--- src/rtl/pll_phase_stepper_if.sv ---
// Request handshake bundle for the PLL phase stepper: a requester (master) asks for
// a number of phase steps on one PLL output in one direction.
interface pll_phase_stepper_if;
  logic       req_valid;
  logic       req_ready;
  logic [1:0] req_sel;
  logic       req_dir;
  logic [7:0] req_steps;

  modport master (
    output req_valid,
    output req_sel,
    output req_dir,
    output req_steps,
    input  req_ready
  );

  modport slave (
    input  req_valid,
    input  req_sel,
    input  req_dir,
    input  req_steps,
    output req_ready
  );
endinterface

--- src/rtl/pll_phase_stepper.sv ---
// Drives the PLL dynamic phase-shift port: latches a request, issues N active-low
// PHASESTEP pulses with setup/gap spacing, then waits (bounded) for the PLL to relock.
module pll_phase_stepper #(
  parameter int unsigned SETUP_CYC = 2,
  parameter int unsigned PULSE_CYC = 4,
  parameter int unsigned GAP_CYC   = 8,
  parameter int unsigned LOCK_TMO  = 4096
) (
  input  logic               i_clk,
  input  logic               i_rst_n,
  pll_phase_stepper_if.slave req_if,
  input  logic               i_pll_locked,
  output logic [1:0]         o_phasesel,
  output logic               o_phasedir,
  output logic               o_phasestep,
  output logic               o_busy,
  output logic               o_done,
  output logic               o_error
);

  localparam logic [2:0] StIdle     = 3'd0;
  localparam logic [2:0] StSetup    = 3'd1;
  localparam logic [2:0] StPulse    = 3'd2;
  localparam logic [2:0] StGap      = 3'd3;
  localparam logic [2:0] StLockWait = 3'd4;

  localparam logic [15:0] SetupLd = 16'(SETUP_CYC - 1);
  localparam logic [15:0] PulseLd = 16'(PULSE_CYC - 1);
  localparam logic [15:0] GapLd   = 16'(GAP_CYC - 1);
  localparam logic [15:0] TmoLd   = 16'(LOCK_TMO - 1);

  logic [2:0]  r_state, w_state_d;
  logic [15:0] r_cnt, w_cnt_d;
  logic [7:0]  r_rem, w_rem_d;
  logic        r_lock_meta, r_lock_sync;
  logic [1:0]  r_phasesel;
  logic        r_phasedir;
  logic        r_phasestep;
  logic        r_done, r_error;
  logic        w_ready, w_accept, w_done_d, w_error_d;

  assign w_ready          = (r_state == StIdle) && r_lock_sync;
  assign w_accept         = req_if.req_valid && w_ready;
  assign req_if.req_ready = w_ready;

  assign o_phasesel  = r_phasesel;
  assign o_phasedir  = r_phasedir;
  assign o_phasestep = r_phasestep;
  assign o_busy      = (r_state != StIdle);
  assign o_done      = r_done;
  assign o_error     = r_error;

  // pll_locked is asynchronous to i_clk.
  always_ff @(posedge i_clk or negedge i_rst_n) begin
    if (!i_rst_n) begin
      r_lock_meta <= 1'b0;
      r_lock_sync <= 1'b0;
    end else begin
      r_lock_meta <= i_pll_locked;
      r_lock_sync <= r_lock_meta;
    end
  end

  // r_cnt is loaded with (duration - 1) on state entry and counts down to zero.
  always_comb begin
    w_state_d = r_state;
    w_cnt_d   = r_cnt;
    w_rem_d   = r_rem;
    w_done_d  = 1'b0;
    w_error_d = 1'b0;
    case (r_state)
      StIdle: begin
        if (w_accept) begin
          w_rem_d = req_if.req_steps;
          if (req_if.req_steps == 8'd0) begin
            w_state_d = StLockWait;
            w_cnt_d   = TmoLd;
          end else begin
            w_state_d = StSetup;
            w_cnt_d   = SetupLd;
          end
        end
      end
      StSetup: begin
        if (r_cnt == 16'd0) begin
          w_state_d = StPulse;
          w_cnt_d   = PulseLd;
        end else begin
          w_cnt_d = r_cnt - 16'd1;
        end
      end
      StPulse: begin
        if (r_cnt == 16'd0) begin
          w_state_d = StGap;
          w_cnt_d   = GapLd;
          w_rem_d   = r_rem - 8'd1;
        end else begin
          w_cnt_d = r_cnt - 16'd1;
        end
      end
      StGap: begin
        if (r_cnt == 16'd0) begin
          if (r_rem != 8'd0) begin
            w_state_d = StPulse;
            w_cnt_d   = PulseLd;
          end else begin
            w_state_d = StLockWait;
            w_cnt_d   = TmoLd;
          end
        end else begin
          w_cnt_d = r_cnt - 16'd1;
        end
      end
      StLockWait: begin
        if (r_lock_sync) begin
          w_state_d = StIdle;
          w_done_d  = 1'b1;
        end else if (r_cnt == 16'd0) begin
          w_state_d = StIdle;
          w_error_d = 1'b1;
        end else begin
          w_cnt_d = r_cnt - 16'd1;
        end
      end
      default: w_state_d = StIdle;
    endcase
  end

  always_ff @(posedge i_clk or negedge i_rst_n) begin
    if (!i_rst_n) begin
      r_state     <= StIdle;
      r_cnt       <= 16'd0;
      r_rem       <= 8'd0;
      r_phasesel  <= 2'd0;
      r_phasedir  <= 1'b0;
      r_phasestep <= 1'b1;
      r_done      <= 1'b0;
      r_error     <= 1'b0;
    end else begin
      r_state     <= w_state_d;
      r_cnt       <= w_cnt_d;
      r_rem       <= w_rem_d;
      // Registered from next state so PHASESTEP is low exactly while in PULSE.
      r_phasestep <= (w_state_d != StPulse);
      r_done      <= w_done_d;
      r_error     <= w_error_d;
      if (w_accept) begin
        r_phasesel <= req_if.req_sel;
        r_phasedir <= req_if.req_dir;
      end
    end
  end

endmodule
--- src/flat_wrapper.sv ---
// flat-port wrapper written by rule: the top's interface ports become plain ports
module pll_phase_stepper_flat 
#(
  parameter int unsigned SETUP_CYC = 2,
  parameter int unsigned PULSE_CYC = 4,
  parameter int unsigned GAP_CYC   = 8,
  parameter int unsigned LOCK_TMO  = 4096
)
  (i_clk, i_rst_n, i_pll_locked, o_phasesel, o_phasedir, o_phasestep, o_busy, o_done, o_error, req_if_req_valid, req_if_req_sel, req_if_req_dir, req_if_req_steps, req_if_req_ready);
  pll_phase_stepper_if req_if_i ();
  input  logic i_clk;
  input  logic i_rst_n;
  input  logic i_pll_locked;
  output logic [1:0] o_phasesel;
  output logic o_phasedir;
  output logic o_phasestep;
  output logic o_busy;
  output logic o_done;
  output logic o_error;
  input wire logic [$bits(req_if_i.req_valid)-1:0] req_if_req_valid;
  input wire logic [$bits(req_if_i.req_sel)-1:0] req_if_req_sel;
  input wire logic [$bits(req_if_i.req_dir)-1:0] req_if_req_dir;
  input wire logic [$bits(req_if_i.req_steps)-1:0] req_if_req_steps;
  output wire logic [$bits(req_if_i.req_ready)-1:0] req_if_req_ready;
  assign req_if_i.req_valid = req_if_req_valid;
  assign req_if_i.req_sel = req_if_req_sel;
  assign req_if_i.req_dir = req_if_req_dir;
  assign req_if_i.req_steps = req_if_req_steps;
  assign req_if_req_ready = req_if_i.req_ready;
  pll_phase_stepper #(.SETUP_CYC(SETUP_CYC), .PULSE_CYC(PULSE_CYC), .GAP_CYC(GAP_CYC), .LOCK_TMO(LOCK_TMO)) u_core (.i_clk(i_clk), .i_rst_n(i_rst_n), .req_if(req_if_i), .i_pll_locked(i_pll_locked), .o_phasesel(o_phasesel), .o_phasedir(o_phasedir), .o_phasestep(o_phasestep), .o_busy(o_busy), .o_done(o_done), .o_error(o_error));
endmodule
--- config.mk ---
export PLATFORM = sky130hd
export DESIGN_NAME = pll_phase_stepper_flat
export DESIGN_NICKNAME = d
export VERILOG_FILES = /design/src/rtl/pll_phase_stepper_if.sv /design/src/rtl/pll_phase_stepper.sv /design/src/flat_wrapper.sv
export SDC_FILE = /design/constraint.sdc
export NUM_CORES = 1
export LEC_CHECK = 0
export CORE_MARGIN = 5
export CORE_UTILIZATION = 40
export DETAILED_ROUTE_END_ITERATION = 8
export SLEW_MARGIN = 20
export SYNTH_ARGS = -nofsm -noshare
export SYNTH_HDL_FRONTEND = slang
export SYNTH_SLANG_ARGS = --single-unit
--- constraint.sdc ---
create_clock -name i_clk -period 2.2 [get_ports i_clk]
set_input_delay 0.44 -clock i_clk [delete_from_list [all_inputs] [get_ports i_clk]]
set_output_delay 0.44 -clock i_clk [all_outputs]
set_load 0.005 [all_outputs]
==> results.sh <==
export IMPL_status="finished, final reports clean"
export IMPL_p_per_area_nw_per_um2=1210
export IMPL_cts_buffers=5
export IMPL_core_um2=5110
export IMPL_gp_congestion=0.857
export IMPL_drive_above_1_share_pct=16.6
export IMPL_path_buf_inv=2
export IMPL_track_usage_pct=16.9
export IMPL_portBuffers=22
export IMPL_clock_path_buffers=2
export IMPL_critPathRequiredTime_ns=2.34
export IMPL_finalMaxSlewViolations=0
export IMPL_synth_largest_area_cell="dfrtp_1"
export IMPL_slew_headroom_pct=48.1
export IMPL_critPathSlowestCell="dfrtp_1"
export IMPL_hold_ws_ns=0.234
export IMPL_cts_tree="done"
export IMPL_via_per_inst=5.45
export IMPL_synth_nets=254
export IMPL_syn_area_per_cell_um2=8.88
export IMPL_grt_pass1_wl_mm=8.90
export IMPL_drc=0
export IMPL_antenna_found_initial=0
export IMPL_n_antenna_cell=0
export IMPL_die_w_um=82.4
export IMPL_routed_wl_mm=5.10
export IMPL_fin_skew_ns=0.00637
export IMPL_vias=1890
export IMPL_grt_max_degree=36
export IMPL_synth_edf_count=0
export IMPL_setup_worst_path_end_class="register"
export IMPL_wl_per_cell_um=14.7
export IMPL_root_buffer="clkbuf_8"
export IMPL_crit_type="register to register"
export IMPL_synth_warnings=0
export IMPL_first_pass_iters=4
export IMPL_synth_top_cell_area_share_pct=40.6
export IMPL_clkTransAtPathRegs_ns=0.07
export IMPL_arrival_ns=2.24
export IMPL_die_area_um2=6780
export IMPL_hold_path_class="input port to async pin"
export IMPL_syn_cell_area_um2=2090
export IMPL_synth_main_ff_cell="dfrtp_1"
export IMPL_cpLargestDelayFamily="simple AND/OR/NAND/NOR gates"
export IMPL_finalCritPeriodShare_pct=95.1
export IMPL_crit_chain="inv_1 > ha_2 > nor3b_4 > and3_4 > a31oi_2 > buf_4 > a211oi_1 > o21ai_1"
export IMPL_ir_drop_mv=0.599
export IMPL_synth_common_cells="dfrtp_1 (34), nand2_1 (22), nor2_1 (22)"
export IMPL_crit_fanout=9
export IMPL_p_leak_nw=1.07
export IMPL_reg2reg_depth=8
export IMPL_die_h_um=82.4
export IMPL_preCtsSetupSlack_ns=-0.0517
export IMPL_slowest_delay_ns=0.38
export IMPL_rows=26
export IMPL_ys_types=56
export IMPL_fin_crit_ns=2.09
export IMPL_fill_cells=505
export IMPL_synth_async_reset_ratio_pct=100
export IMPL_initial_core_util_pct=41.0
export IMPL_timing_final_ws_setup_ns=0.108
export IMPL_ys_ff_latch=35
export IMPL_layout_nets=294
export IMPL_drt_iter0_drc=101
export IMPL_dp_final_hpwl_mm=3.85
export IMPL_cap_violations=0
export IMPL_ant_nets=0
export IMPL_hold_violations=0
export IMPL_area_growth_pct=25.2
export IMPL_cp_depth=8
export IMPL_netlist_instances=236
export IMPL_grt_pass1_vias=1870
export IMPL_ctsHtreeMaxLevel=2
export IMPL_start_kind="register"
export IMPL_ys_seq_area_share_pct=41.9
export IMPL_synth_area_leaders="dfrtp_1 (41%), a21oi_1 (4.1%), nand2_1 (3.9%)"
export IMPL_insertion_delay_ns=0.28
export IMPL_grt_ovfl_total=0
export IMPL_tightest_slew_ns=0.779
export IMPL_cts_num_sinks=35
export IMPL_yosysMostFrequentCell="dfrtp_1"
export IMPL_timing_fmax_mhz=478
export IMPL_setup_viol=0
export IMPL_ios=23
[cells in the final DEF, fill, tap and decap left out, types with 2 or more instances in the layout]
cell type        count
clkdlybuf4s50_1     20
inv_1               13
clkbuf_8             5
o21ai_1              7
and3_1               2
o21ai_0             11
nand2b_1             3
nand3_1             13
a211oi_1             3
or4_1                2
nor4_1               4
o211ai_1             6
a31oi_1              6
xnor2_1              2
clkbuf_1             3
o31ai_1              2
nor2b_1              2
nand4_1              2
buf_4               20
a22oi_1              2
nor2_1              22
dfrtp_1             34
nor4_4               2
or3_1                2
nand3b_1             3
nor3_1               9
a21oi_1             17
and2_1               2
ha_1                 2
nand2_1             22
[area by class of cell]
| type | count | area, um2 | area share (%) |
|---|---|---|---|
| Timing Repair Buffer | 42 | 364 | 13.9 |
| Inverter | 13 | 48.8 | 1.86 |
| Tap cell | 70 | 87.6 | 3.34 |
| Clock buffer | 8 | 80.1 | 3.05 |
| Sequential cell | 35 | 877 | 33.4 |
| Multi-Input combinational cell | 179 | 1160 | 44.4 |
[path summary, 6_finish.rpt]
check	startpoint	to	slack (ns)
worst min register to register	u_core.r_lock_meta$_DFF_PN0_	u_core.r_lock_sync$_DFF_PN0_	0.35
min in group i_clk	u_core.r_lock_meta$_DFF_PN0_	u_core.r_lock_sync$_DFF_PN0_	0.35
worst min-delay path	i_rst_n	u_core.r_cnt[9]$_DFFE_PN0P_	0.23
max in group asynchronous	i_rst_n	u_core.o_done$_DFF_PN0_	1.47
worst max register to register	u_core.r_cnt[0]$_DFFE_PN0P_	u_core.r_cnt[7]$_DFFE_PN0P_	0.11
worst max-delay path	u_core.r_cnt[0]$_DFFE_PN0P_	u_core.r_cnt[7]$_DFFE_PN0P_	0.11
[logic make-up (layout without fill, tap and decap cells)]
| logic type | Yosys count | count (layout) | synth area share [%] |
|---|---|---|---|
| compound gates | 70 | 70 | 22.9 |
| xor+xnor | 2 | 2 | 0.836 |
| fa+ha+maj | 3 | 3 | 1.79 |
| buf+inv | 22 | 63 | 4.48 |
| flops | 35 | 35 | 41.9 |
| mux | 1 | 1 | 0.538 |
| simple gates | 103 | 103 | 27.5 |
[per-layer routing]
| layer | global-route usage, % | up-vias | wire length (um) |
|---|---|---|---|
| met5 | 0 | - | 0 |
| met4 | 6.48 | 0 | 56 |
| met3 | 3.58 | 7 | 194 |
| met2 | 24.8 | 36 | 2270 |
| met1 | 24.3 | 890 | 2580 |
| li1 | - | 957 | - |
[report_power, final]
group	leakage [nW]	internal [mW]	switching [mW]	total (mW)
sequential	0.437	0.889	0.294	1.18
clock	0.0395	0.225	0.221	0.445
combinational	0.592	0.715	0.827	1.54
[state kept, by name (all words and copies together) (netlist names)]
register	count
u_core.o_phasesel	2
u_core.o_done	1
u_core.r_cnt	16
u_core.r_state	3
u_core.o_error	1
u_core.o_phasedir	1
u_core.r_rem	8
u_core.o_phasestep	1
u_core.r_lock_sync	1
u_core.r_lock_meta	1
[worst register-to-register path: cells and delay by family (launching register included)]
kind                       cells  cell delay (ns)
adders and majority gates      1             0.22
AOI/OAI and AO/OA              3             0.46
buffers and inverters          2             0.30
DFF                            1             0.38
and+or+nand+nor                2             0.60
[timing repair]
item | in CTS | in global routing
setup buffers | 0 | 1
gates resized for setup | 2 | 8
setup endpoints to repair | 1 | 13
hold buffers | 0 | 0
[metrics by stage]
step	total power, mW	utilization, %	setup TNS [ns]	instances	cell area (um2)
4_1_cts	3.12	50.5	0	346	2580
5_1_grt	3.46	51.3	-0.00944	347	2620
3_5_place_dp	2.66	48.8	-0.0556	338	2490
6_report	3.17	51.3	0	347	2620
2_1_floorplan	2.15	-	0	236	2090
3_3_place_gp	2.63	48.8	0	338	2490
Note: power is estimated with default switching activity, not from simulation.
